### src/rtl/vga_dac_sequencer.sv
// vga_dac_sequencer: VGA raster timing, 4-deep RGB pixel FIFO, blanked DAC codes
// and frame-synchronous DAC bias selection.
module vga_dac_sequencer #(
    parameter int H_ACTIVE    = 640,
    parameter int H_FP        = 16,
    parameter int H_SYNC      = 96,
    parameter int H_BP        = 48,
    parameter int V_ACTIVE    = 480,
    parameter int V_FP        = 10,
    parameter int V_SYNC      = 2,
    parameter int V_BP        = 33,
    parameter int SYNC_ACTIVE = 0,
    parameter int BIAS_RST    = 4
) (
    input  logic       clk,
    input  logic       rst,
    input  logic       en,
    input  logic       pix_valid,
    output logic       pix_ready,
    input  logic [7:0] pix_r,
    input  logic [7:0] pix_g,
    input  logic [7:0] pix_b,
    input  logic       cfg_wr,
    input  logic [2:0] cfg_bias_r,
    input  logic [2:0] cfg_bias_gb,
    input  logic       underflow_clr,
    output logic [7:0] dac_r,
    output logic [7:0] dac_g,
    output logic [7:0] dac_b,
    output logic [2:0] bias_r,
    output logic [2:0] bias_gb,
    output logic       hsync,
    output logic       vsync,
    output logic       frame_start,
    output logic       underflow
);
    localparam int H_TOTAL = H_ACTIVE + H_FP + H_SYNC + H_BP;
    localparam int V_TOTAL = V_ACTIVE + V_FP + V_SYNC + V_BP;
    localparam int HW = $clog2(H_TOTAL);
    localparam int VW = $clog2(V_TOTAL);
    localparam logic SA = 1'(SYNC_ACTIVE);
    localparam logic [2:0] BR = 3'(BIAS_RST);

    logic [HW-1:0] h_cnt;
    logic [VW-1:0] v_cnt;
    logic [23:0]   mem [4];
    logic [23:0]   head;
    logic [1:0]    wr_ptr, rd_ptr;
    logic [2:0]    count;
    logic [2:0]    shadow_r, shadow_gb;
    logic          h_last, v_last, active, hs_on, vs_on, full, empty, push, pop, bias_load;

    always_comb begin
        h_last    = h_cnt == HW'(H_TOTAL - 1);
        v_last    = v_cnt == VW'(V_TOTAL - 1);
        active    = en && h_cnt < HW'(H_ACTIVE) && v_cnt < VW'(V_ACTIVE);
        hs_on     = en && h_cnt >= HW'(H_ACTIVE + H_FP) && h_cnt < HW'(H_ACTIVE + H_FP + H_SYNC);
        vs_on     = en && v_cnt >= VW'(V_ACTIVE + V_FP) && v_cnt < VW'(V_ACTIVE + V_FP + V_SYNC);
        full      = count == 3'd4;
        empty     = count == 3'd0;
        push      = pix_valid && !full;
        pop       = active && !empty;
        bias_load = en && h_cnt == '0 && v_cnt == VW'(V_ACTIVE);
        head      = mem[rd_ptr];
    end

    assign pix_ready = !full;

    always_ff @(posedge clk or posedge rst) begin
        if (rst) begin
            h_cnt <= '0;
            v_cnt <= '0;
        end else if (!en) begin
            h_cnt <= '0;
            v_cnt <= '0;
        end else begin
            h_cnt <= h_last ? '0 : h_cnt + 1'b1;
            if (h_last)
                v_cnt <= v_last ? '0 : v_cnt + 1'b1;
        end
    end

    always_ff @(posedge clk) begin
        if (push)
            mem[wr_ptr] <= {pix_r, pix_g, pix_b};
    end

    always_ff @(posedge clk or posedge rst) begin
        if (rst) begin
            wr_ptr <= '0;
            rd_ptr <= '0;
            count  <= '0;
        end else begin
            wr_ptr <= wr_ptr + {1'b0, push};
            rd_ptr <= rd_ptr + {1'b0, pop};
            count  <= count + {2'b0, push} - {2'b0, pop};
        end
    end

    // Bias is latched from the shadow at the top of vertical blanking; a write
    // landing in that same cycle only reaches the shadow.
    always_ff @(posedge clk or posedge rst) begin
        if (rst) begin
            dac_r       <= '0;
            dac_g       <= '0;
            dac_b       <= '0;
            hsync       <= ~SA;
            vsync       <= ~SA;
            frame_start <= 1'b0;
            underflow   <= 1'b0;
            bias_r      <= BR;
            bias_gb     <= BR;
            shadow_r    <= BR;
            shadow_gb   <= BR;
        end else begin
            dac_r       <= pop ? head[23:16] : 8'd0;
            dac_g       <= pop ? head[15:8]  : 8'd0;
            dac_b       <= pop ? head[7:0]   : 8'd0;
            hsync       <= hs_on ? SA : ~SA;
            vsync       <= vs_on ? SA : ~SA;
            frame_start <= en && h_cnt == '0 && v_cnt == '0;
            underflow   <= (active && empty) || (underflow && !underflow_clr);
            if (bias_load) begin
                bias_r  <= shadow_r;
                bias_gb <= shadow_gb;
            end
            if (cfg_wr) begin
                shadow_r  <= cfg_bias_r;
                shadow_gb <= cfg_bias_gb;
            end
        end
    end
endmodule

### config.mk
export PLATFORM = sky130hd
export DESIGN_NAME = vga_dac_sequencer
export DESIGN_NICKNAME = d
export VERILOG_FILES = /design/src/rtl/vga_dac_sequencer.sv
export SDC_FILE = /design/constraint.sdc
export NUM_CORES = 1
export LEC_CHECK = 0
export ABC_CLOCK_PERIOD_IN_PS = 3500
export CAP_MARGIN = 10
export CORE_MARGIN = 2
export CORE_UTILIZATION = 56
export CTS_CLUSTER_DIAMETER = 100
export DETAILED_ROUTE_END_ITERATION = 8
export PLACE_DENSITY = 0.8
export RECOVER_POWER = 25
export SYNTH_ARGS = -nofsm -noshare
export SYNTH_HDL_FRONTEND = slang
export SYNTH_SLANG_ARGS = --single-unit
### constraint.sdc
create_clock -name clk -period 3.5 [get_ports clk]
set_input_delay 0.7 -clock clk [delete_from_list [all_inputs] [get_ports clk]]
set_output_delay 0.7 -clock clk [all_outputs]
set_load 0.05 [all_outputs]
Yosys cells after proc, flatten, opt, wreduce, memory -nomap -nowiden:

Memories as Yosys holds them, arrays and structs flattened.
Cells that the tools add are included.

* flip-flop bits (word level): 67
* bits in writable memories: 96
* input bits: 36
* output and inout port bits: 35
* word-level logic and storage cells: 66
* memories kept: 1

Memory list
* mem: depth 4, width 24, rd ports 1, clocked after Yosys merged registers in 0, write ports 1, RTL line 46 `logic [23:0] mem [4];`

* add/sub/neg operators: 6
* $lt $le $gt $ge: 6
* equal/unequal tests: 5
* muxes and demuxes: 12
* reduce and logical (&&, ||, !) cells: 20

Operator list (count)
* two-way mux 10 bit: 5
* two-way mux 8 bit: 3
* adder 10 x 1 -> 10 bit, second input constant: 2
* == test 10 bit, second input constant: 2
* zero test 10 bit: 2
* less-than comparator 10 bit, second input constant: 2
* less-than comparator 10 x 9 -> 1 bit, second input constant: 2
* logical AND 1 bit: 13
* == test 10 x 9 -> 1 bit, second input constant: 1
* greater-or-equal comparator 10 bit, second input constant: 1
* greater-or-equal comparator 10 x 9 -> 1 bit, second input constant: 1
* adder 2 x 1 -> 2 bit: 2
* two-way mux 1 bit: 4
* adder 3 x 1 -> 3 bit: 1
* == test 3 bit, second input constant: 1
* zero test 1 bit: 3
* zero test 3 bit: 1
* subtractor 3 x 1 -> 3 bit: 1
* != test 2 x 1 -> 1 bit, second input constant: 1
* logical OR 1 bit: 1

Depth between registers and ports, before layout:

* depth in word-level cells: 5
* depth in mapped cells: 11

Least setup slack after synthesis:

Ideal clock, no wire load.

* path kind: register to register
* start: reg count[1]
* end: mem mem[1][0], enable pin
* setup time: 0.440 ns
* data arrival time: 2.890 ns
* data required time: 3.060 ns
* setup slack: 0.169 ns
* cell stages (with the launch flop): 5
* path buffers: 0
* clock period less this slack: 3.331 ns
* cells stage by stage: dfrtp_1 -> nor2_1 -> nand2_1 -> nand2_1 -> nor3b_1

* longest elaborated chain between the ends: 5

Ends and longest elaborated chain
* start: declaration: RTL line 49 `logic [2:0] count;`
* start signal: assignment: RTL line 96 `count <= count + {2'b0, push} - {2'b0, pop};`
* == test 3 bit: RTL line 59 `full = count == 3'd4;`
* zero test 1 bit
* via pix_ready: RTL line 19 `output logic pix_ready,`
* logical AND 1 bit: RTL line 61 `push = pix_valid && !full;`
* two-way mux 1 bit: RTL line 84 `if (push)`
* two-way mux 1 bit (not written as such): RTL line 85 `mem[wr_ptr] <= {pix_r, pix_g, pix_b};`
* end: declaration: RTL line 46

The timed path passes the listed nets, and every way through them passes these cells.

Final worst setup path:

* start: reg count[1]
* end: out pix_ready

* longest elaborated chain between the ends: 2

Ends and longest elaborated chain
* == test 3 bit: RTL line 59
* zero test 1 bit: RTL line 67 `assign pix_ready = !full;`
* end: declaration: RTL line 19

No other way between the ends.

==> summary.md <==
| Metric | Value |
|---|---|
| Crit path time final | `roughly 2.6 ns` |
| Hpwl dp | `about 7300 um` |
| Reg2reg end | `count[2]` |
| RSZ-0062 raised after global routing | `no` |
| GP Congestion | `approximately 0.88` |
| Total power | `6.02 mW` |
| Die span in x | `between 100 and 150 um` |
| Final setup vio count | `0` |
| Iter 0 DRT Violations | `approximately 190` |
| Synth Cell Area | `between 6000 and 7000 sq um` |
| Crit path required time | `2.80 ns` |
| Vias in the first global route | `between 3000 and 4000` |
| Xor and xnor fraction of the mapped netlist area | `1.53%` |
| Critical Path Fanout Max | `4` |
| NetSw | `1.86 mW` |
| Max-Cap Viols | `0` |
| WS Path Type | `register to output pin` |
| Slew Limit Fails | `0` |
| Number of synthesized flops with an enable pin | `96` |
| Worst Skew | `~0.012 ns` |
| Top routing layer in use | `met4` |
| Peak VDD IR | `0.631 mV` |
| Htree depth | `4` |
| Clock Power Share | `28.4%` |
| Vias | `about 3400` |
| Routed met3 length | `just over 600 um` |
| Initial antenna violation count | `1` |
| Buffers on Ports | `70` |
| CTS resizes | `0` |
| Row Count | `38` |
| Synth async-reset ratio | `around two fifths` |
| Hold Vio Cnt, Final | `0` |
| Leak | `2.91 nW` |
| Clock Path Buffers | `2` |
| Worst-skew pair later-pin latency | `between 0.5 and 0.6 ns` |
| Gr usage total | `roughly 20%` |
| Flop pwr share | `roughly 45%` |
| R2R Setup Slk | `between 1 and 1.5 ns` |
| Hold WS | `between 0.5 and 0.6 ns` |
| Seq cells post-synth | `163` |
| Nets | `503` |
| PnR worst setup slack | `roughly 0.85 ns` |
| Placement Setup Slack | `a little under 0.5 ns` |
| Synth Area in Adders | `1.91%` |
| Met2 routed WL | `between 5000 and 6000 um` |
| # Post-CTS Setup Buffers | `0` |
| Power per cell area | `between 700 and 800 nW/um^2` |
| Worst-Margin Slew | `approximately 0.87 ns` |
| WL final | `between 10000 and 15000 um` |
| Internal | `4.17 mW` |
| Pin count of the biggest net entering global routing | `34` |
| Cell variety after synth | `42` |
| Avg Cell Area, Syn | `17.0 sq um` |
| Synth Instances | `370` |
| Met1 WL | `~4700 um` |
| Worst Hold Class | `register to register` |
| Total core area | `10900 sq um` |
| CTS Buf Count | `17` |
| Setup TNS | `0 ns` |
| Critical Path Start Type | `register` |
| Switch share | `between 30% and 40%` |
| Compound-Gate Fraction of Synth Area | `under 10%` |
| Global-route wire length before repair | `17800 um` |
| Worst Path Arrival | `between 1.5 and 2 ns` |
| Starting density of the core | `between 50% and 60%` |
| Period utilisation layout | `75.7%` |
| Origin of the worst setup path | `count[1]` |
| Most used DFF post-synth | `edfxtp_1` |
| Type of destination of the critical path | `output pin` |
| IO Count | `between 70 and 80` |
| Area grow syn2layout | `23.9%` |
| Syn. warnings | `0` |
| Largest family of logic cells by synthesized area | `multiplexers` |
| Worst rel slew slack | `approximately 42%` |
| R2R depth | `10` |
| Setup crit end | `pix_ready` |
| Via density | `roughly 5.6` |
| Height of the die | `around 110 um` |
| Proportion of synthesized area in mux cells | `10.7%` |
| CTS tree | `yes` |
| Post-DRT Antenna Nets | `0` |
| CTS Hold Buffers Added | `0` |
| Wire length per cell | `around 18 um` |
| Sequential area share after synthesis | `roughly 72%` |
| Grt ovf | `0` |
| DR DRC count | `0` |
| Fin util | `71.7%` |
| Peak Freq | `between 300 and 400 MHz` |
| Die ar. | `12100 sq um` |
| Status | `finished, final reports clean` |
| Clk slew on worst S/H paths | `about 0.060 ns` |
| Root Driver | `clkbuf_8` |
| CTS Sinks | `around 160` |
| Combinational cell fraction of total power | `between 20% and 30%` |
| RR Startpoint | `count[1]` |
| Net Count, Synth | `roughly 420` |
| Pre-antenna DRT Iters | `4` |
| Share of post-route cells with drive strength above 1 | `19.5%` |
| Post-Synth Simple-Gate Area | `between 9 and 10%` |
[Yosys cell counts, drive strengths merged, types with 3 or more instances]
cell type,count,share of area (%)
edfxtp,96,46
a21oi,9,0.71
nand4,5,0.50
nor2,11,0.66
buf,4,0.30
dfstp,6,2.5
o31ai,3,0.36
clkbuf,8,0.48
mux4,24,8.6
xnor2,5,0.69
xor2,6,0.83
o21ai,6,0.66
nor2b,25,2.5
and2,3,0.30
dfrtp,61,24
or4,4,0.54
or3,9,0.99
mux2,12,2.1
nand3,16,1.3
nand2,11,0.66
nor3,6,0.56
inv,15,0.89
ha,8,1.6
[layout make-up]
class	instances	area (sq um)
multi-input cells	180	1650
clock buffers	23	457
fillers	694	3080
well taps	140	175
diodes	1	2.50
inverters	15	56.3
clock inverters	9	95.1
flip-flops and latches	163	4570
repair buffers	81	808
[kinds of logic after synthesis]
logic type / after synthesis
muxes: 36
adders and majority gates: 9
buffers and inverters: 27
AOI/OAI and AO/OA: 23
DFF: 163
and+or+nand+nor: 101
xor gates and xnor gates: 11
[critical path, cell delays in order, from the launching register on]
cell and delay [ns]:
dfrtp_1 0.43, nor2_1 0.09, nand2_1 0.11, clkdlybuf4s50_1 0.81
[cells in the final DEF, fill, tap and decap left out, types with 12 or more instances in the layout]
master and count:
mux4_2 24, clkdlybuf4s50_1 47, dlygate4sd3_1 23, mux2_2 12, inv_1 14, dfrtp_1 60
nor2b_1 25, clkbuf_16 16, edfxtp_1 96, nand3_1 16
[state kept, by name (all words and copies together), names as in the netlist, 8 cells and up]
name and flops:
dac_b 8, dac_g 8, dac_r 8, h_cnt 10, mem 96, v_cnt 10
[through the flow]
step                instance area (sq um)  cells
floorplan                            6300    370
global placement                     7250    579
detailed placement                   7250    579
CTS                                  7810    611
global route                         7810    611
finish                               7810    612
[metal layers]
layer	track usage, %	up-vias
met4	5.54	0
met3	6.76	10
met5	0	-
met2	34.2	91
met1	25.6	1771
li1	-	1572
[worst min-delay path by stage]
| stage | startpoint | end | slack [ns] | cells after the start |
|---|---|---|---|---|
| detailed placement | shadow_r[1] | bias_r[1] | 0.50 | 1 |
| global placement | shadow_gb[0] | bias_gb[0] | 0.48 | 1 |
| global route | shadow_r[1] | bias_r[1] | 0.53 | 1 |
| floorplan | rd_ptr[0] | rd_ptr[0] | 0.47 | 1 |
| finish | bias_gb[1] | bias_gb[1] | 0.50 | 1 |
| CTS | h_cnt[0] | h_cnt[0] | 0.51 | 1 |
[power by group through the flow]
| stage | Sequential, mW | Clock (mW) | Combinational, mW |
|---|---|---|---|
| after global routing | 2.75 | 1.82 | 1.72 |
| after global placement | 2.71 | 0 | 1.61 |
| after CTS | 2.71 | 1.74 | 1.65 |
| final | 2.70 | 1.71 | 1.62 |
| after detailed placement | 2.74 | 0 | 1.64 |
| after floorplan | 3.02 | 0 | 0.779 |
No activity file was read; power rests on OpenSTA's default activity.
